==> config.mk <==
export PLATFORM = sky130hd
export DESIGN_NAME = fpu_dp_subtractor_seq
export DESIGN_NICKNAME = d
export VERILOG_FILES = /design/src/rtl/fpu_dp_pkg.sv /design/src/rtl/fpu_comparator.sv /design/src/rtl/fpu_dp_subtractor_seq.sv
export SDC_FILE = /design/constraint.sdc
export NUM_CORES = 1
export LEC_CHECK = 0
export ABC_AREA = 1
export ABC_CLOCK_PERIOD_IN_PS = 10680
export CORE_ASPECT_RATIO = 0.7
export CORE_MARGIN = 2
export CORE_UTILIZATION = 30
export DETAILED_ROUTE_END_ITERATION = 8
export PLACE_DENSITY_LB_ADDON = 0.15
export SLEW_MARGIN = 20
export SYNTH_ARGS = -nofsm -noshare
export SYNTH_HDL_FRONTEND = slang
export SYNTH_HIERARCHICAL = 1
export SYNTH_SLANG_ARGS = --single-unit
==> constraint.sdc <==
create_clock -name clk -period 10.68 [get_ports clk]
set_input_delay 1.602 -clock clk [delete_from_list [all_inputs] [get_ports clk]]
set_output_delay 1.602 -clock clk [all_outputs]
set_load 0.01 [all_outputs]
==> src/rtl/fpu_dp_pkg.sv <==
// rtl/fpu_dp_pkg.sv - shared widths, limits and state encoding for the sequential DP subtractor
package fpu_dp_pkg;

  localparam int EXP_W     = 11;
  localparam int MAN_W     = 52;
  localparam int EXP_MAX   = 2047;
  localparam int ALIGN_CAP = 54;

  typedef enum logic [2:0] {
    IDLE,
    ALIGN,
    OP,
    NORM,
    DONE
  } state_t;

endpackage

==> src/rtl/fpu_comparator.sv <==
// rtl/fpu_comparator.sv - unsigned magnitude comparator returning |x - y| plus ordering flags
module fpu_comparator #(
  parameter int W = 11
) (
  input  logic [W-1:0] x,
  input  logic [W-1:0] y,
  output logic [W-1:0] diff,
  output logic         x_gt,
  output logic         eq
);

  always_comb begin
    x_gt = (x > y);
    eq   = (x == y);
    diff = x_gt ? (x - y) : (y - x);
  end

endmodule

==> src/rtl/fpu_dp_subtractor_seq.sv <==
// rtl/fpu_dp_subtractor_seq.sv - multi-cycle double-precision a - b with bit-serial align and normalize
module fpu_dp_subtractor_seq
  import fpu_dp_pkg::*;
(
  input  logic        clk,
  input  logic        rst,
  input  logic        start,
  input  logic [63:0] a,
  input  logic [63:0] b,
  output logic        busy,
  output logic        done,
  output logic [63:0] result,
  output logic        overflow,
  output logic        underflow
);

  state_t             state;
  logic [53:0]        op1_m;
  logic [53:0]        op2_m;
  logic [53:0]        sum_r;
  logic               sign1;
  logic               sign2;
  logic [EXP_W-1:0]   exp_r;
  logic [5:0]         cnt;

  logic [EXP_W-1:0]   exp_diff;
  logic               a_exp_gt;
  logic               exp_eq;
  logic               a_is_op1;
  logic [EXP_W:0]     exp_inc;

  fpu_comparator #(.W(EXP_W)) u_exp_cmp (
    .x    (a[EXP_W+MAN_W-1:MAN_W]),
    .y    (b[EXP_W+MAN_W-1:MAN_W]),
    .diff (exp_diff),
    .x_gt (a_exp_gt),
    .eq   (exp_eq)
  );

  // Full tie keeps a as op1, so a - a always produces a non-negative magnitude path.
  assign a_is_op1 = a_exp_gt | (exp_eq & (a[MAN_W-1:0] >= b[MAN_W-1:0]));
  assign exp_inc  = {1'b0, exp_r} + 12'd1;

  always_ff @(posedge clk) begin
    if (rst) begin
      state     <= IDLE;
      busy      <= 1'b0;
      done      <= 1'b0;
      result    <= '0;
      overflow  <= 1'b0;
      underflow <= 1'b0;
      op1_m     <= '0;
      op2_m     <= '0;
      sum_r     <= '0;
      sign1     <= 1'b0;
      sign2     <= 1'b0;
      exp_r     <= '0;
      cnt       <= '0;
    end else begin
      case (state)
        IDLE: begin
          if (start) begin
            busy      <= 1'b1;
            result    <= '0;
            overflow  <= 1'b0;
            underflow <= 1'b0;
            if (a_is_op1) begin
              op1_m <= {2'b01, a[MAN_W-1:0]};
              op2_m <= {2'b01, b[MAN_W-1:0]};
              sign1 <= a[63];
              sign2 <= ~b[63];
              exp_r <= a[EXP_W+MAN_W-1:MAN_W];
            end else begin
              op1_m <= {2'b01, b[MAN_W-1:0]};
              op2_m <= {2'b01, a[MAN_W-1:0]};
              sign1 <= ~b[63];
              sign2 <= a[63];
              exp_r <= b[EXP_W+MAN_W-1:MAN_W];
            end
            cnt   <= (exp_diff > EXP_W'(ALIGN_CAP)) ? 6'(ALIGN_CAP) : exp_diff[5:0];
            state <= ALIGN;
          end
        end

        ALIGN: begin
          if (cnt == 6'd0) begin
            state <= OP;
          end else begin
            op2_m <= op2_m >> 1;
            cnt   <= cnt - 6'd1;
          end
        end

        OP: begin
          sum_r <= (sign1 == sign2) ? (op1_m + op2_m) : (op1_m - op2_m);
          state <= NORM;
        end

        NORM: begin
          if (sum_r == '0) begin
            result <= '0;
            done   <= 1'b1;
            state  <= DONE;
          end else if (sum_r[53]) begin
            sum_r <= sum_r >> 1;
            exp_r <= exp_inc[EXP_W-1:0];
            if (exp_inc == 12'(EXP_MAX)) begin
              overflow <= 1'b1;
              result   <= {sign1, 11'h7FF, 52'b0};
              done     <= 1'b1;
              state    <= DONE;
            end
          end else if (sum_r[52]) begin
            result <= {sign1, exp_r, sum_r[MAN_W-1:0]};
            done   <= 1'b1;
            state  <= DONE;
          end else if (exp_r == 11'd1) begin
            underflow <= 1'b1;
            result    <= {sign1, 63'b0};
            done      <= 1'b1;
            state     <= DONE;
          end else begin
            sum_r <= sum_r << 1;
            exp_r <= exp_r - 11'd1;
          end
        end

        DONE: begin
          done  <= 1'b0;
          busy  <= 1'b0;
          state <= IDLE;
        end

        default: begin
          state <= IDLE;
          busy  <= 1'b0;
          done  <= 1'b0;
        end
      endcase
    end
  end

endmodule

==> results.cfg <==
[status]
status = complete, no violations

[timing]
max_clock_freq_mhz = 173.1
fin_crit_sh_pct = 54.08
skew_ns = 0.02420
slew_headroom_pct = 25.08
hold_viol_final = 0
setup_violations = 0
hold_ws_ns = 0.4429
period_needed_ns = 5.776
grt_setup_unrepaired = no
slew_viol_final = 0
tns_ns = 0
worst_pin_slew_ns = 1.114

[pwr]
peakVddDrop_mv = 0.1291
leakage_uw = 0.01047
powerDensity_nw_per_um2 = 273.8

[worst_setup_path]
crit_type = primary input to register
worstReg2RegStart = op2_m[1]
path_max_fanout = 86
critPathLaunchType = primary input
rr_endpoint = sum_r[43]
crit_path_end_kind = register
crit_required_ns = 11.19
r2r_slack_ns = 6.16
crit_arrival_ns = 6.28
ff2ff_path_depth = 21

[logic_synthesis]
synth_edf_count = 0
synthAdderAreaFrac_pct = 8.626
synth_common_cells = nand2_1, inv_1, a21oi_1
synth_top_area_share_pct = 24.33
synth-simple-area-share_pct = 32.12
dominantRegCellSynth = dfxtp_1
async_flop_share_pct = 0
synth.most_common_cell = nand2_1
synth-xor-area-share_pct = 3.534
synth_area_leaders = dfxtp_1, nand2_1, ha_1
synth.area.mux_share_pct = 0
ys_types = 57
yosys_warnings = 6
synth_top_family_by_area = simple AND/OR/NAND/NOR gates
ys_seq_area_share_pct = 24.33
synth_seq_cells = 250
synth_fp_nets = 3662
synthCells = 3391
syn_area_per_cell_sq_um = 6.065
syn-cell-area_sq_um = 20570
synth-compound-area-share_pct = 19.42
post-synth-top-area-cell = dfxtp_1

[floorplan]
fp-row-count = 80
num_io_pins = 199
die_w_um = 317.0
fp.dieH_um = 223.1
core_area_sq_um = 67970
dieArea_sq_um = 70700
start_util_pct = 30.26

[final_layout]
areaGrowthSynthToFinish_pct = 17.26
post-route-cell-area_sq_um = 24120
drive_above_1_share_pct = 4.044
fin_nets = 3761
n_fill_cell = 7540

[clock_network]
post_cts_buffers = 0
cts_resized = 0
insertion_delay_ns = 0.58
clockBufferDepth = 3
cts-buffers-inserted = 28
path_clk_slew_ns = 0.06
ctsHtreeMaxLevel = 1
clkSinkCount = 250
cts_tree = done
cts_hold_buf = 0
cts_root_buf = clkbuf_16

[placed_design]
hpwl_mm = 57.13
placed_cell_area_sq_um = 23160
gp_congestion = 0.9203
io_buffers = 198

[flow_run]
max_cap_violations = 0

[global_route]
antenna_found_initial = 0
grt_usage_pct = 20.73
grt_max_degree = 87
grt_pass1_vias = 20420
grt_overflow = 0
grt_pass1_wl_mm = 117.3

[min_path]
hold_path_depth = 2
hold_start = result[59]
hold_path.class = register to register
hold_end = result[59]

[route]
drtIter0Drc = 1796
via_per_inst = 4.927
wl_mm = 74.18
vias = 21750
post_drt_wl_per_cell_um = 16.81
ant_nets = 0
firstDrtPassIters = 5
post-route-drc-count = 0
-- sequential cells by signal, indices dropped and copies added, names as in the netlist, 3 cells and up --
signal and flops:
op2_m 53, op1_m 53, exp_r 11, state 3, result 64, sum_r 54, cnt 6
-- how the worst max path moves through the flow --
stage                     startpoint         to  slack, ns  cells after the start
final                          b[51]  op1_m[33]       4.90                     14
after global routing           b[51]  op1_m[31]       4.60                     14
after CTS                      b[51]  op1_m[33]       4.94                     14
after detailed placement       b[51]  op1_m[33]       4.31                     14
after global placement         b[51]  op1_m[11]       4.36                     14
after floorplan                b[52]     cnt[3]       7.00                     17
-- per-stage QoR --
| stage | util, % | total power [uW] | setup WS, ns | cells |
|---|---|---|---|---|
| 2_1_floorplan | - | 4313 | 6.998 | 3391 |
| 3_3_place_gp | 34.08 | 5599 | 4.362 | 4362 |
| 5_1_grt | 35.48 | 7218 | 4.596 | 4413 |
| 6_report | 35.48 | 6604 | 4.904 | 4414 |
| 3_5_place_dp | 34.08 | 5572 | 4.311 | 4362 |
| 4_1_cts | 35.48 | 6642 | 4.936 | 4413 |
-- routing by layer --
metal | track usage, % | up-vias | wire length (um)
li1 | - | 11250 | -
met1 | 29.88 | 9934 | 35890
met2 | 32.98 | 497 | 32910
met3 | 2.705 | 70 | 3971
met4 | 3.880 | 0 | 1405
met5 | 0 | - | 0
-- critical path, cell delays in order --
cell             delay, ns
clkdlybuf4s50_1       0.45
inv_1                 0.06
ha_1                  0.31
nand4_1               0.32
nor4_1                1.04
nand2_1               0.11
nand3_1               0.22
nand2_1               0.15
nand2_4               0.38
clkinv_2              0.53
buf_4                 0.55
nand2_1               0.20
nand3_1               0.08
a21oi_1               0.16
-- area by class of cell --
class	count	area, sq um	area share, %
Clock buffer	40	837.1	3.471
Clock inverter	11	115.1	0.4773
Inverter	479	1803	7.476
Multi-Input combinational cell	2517	13130	54.43
Antenna cell	1	2.502	0.01038
Timing Repair Buffer	214	2100	8.706
Tap cell	902	1129	4.680
Sequential cell	250	5005	20.75
-- cell usage in the layout, fill, tap and decap left out, types with 12 or more instances in the layout --
cell type        synthesis  layout
o21bai_1                12      12
nor3_1                  31      31
a31oi_1                 49      49
xor2_1                  64      64
inv_1                  456     456
clkdlybuf4s50_1          0     197
nand2_2                 13      12
buf_4                    9      17
a211oi_1                12      12
clkbuf_16                0      29
xnor2_1                 19      18
o22ai_1                 24      24
nor2_1                 294     293
nand3_1                232     232
ha_1                   137     137
inv_2                   19      17
o21ai_0                197     197
a22oi_1                 23      23
nand2_1                895     895
dfxtp_1                250     250
nand4_1                 46      46
a21oi_1                338     338
nor4_1                  14      14
o21ai_1                 13      13
o31ai_1                 16      16
-- where the power goes --
group          internal, uW  switching [uW]  leakage (uW)  total [uW]
clock network           592             434      0.000473        1030
registers              1220             336       0.00204        1560
logic                  1310            2710       0.00795        4020
-- kinds of logic (layout without fill, tap and decap cells) --
| group | after synthesis | in the layout |
|---|---|---|
| AO/OA/AOI/OAI | 724 | 724 |
| XOR/XNOR | 83 | 83 |
| buffers and inverters | 624 | 744 |
| adder cells (fa/ha/maj) | 140 | 140 |
| AND/OR/NAND/NOR | 1570 | 1570 |
| flip-flops | 250 | 250 |
| other | 0 | 1 |
(Power assumes the default switching activity.)
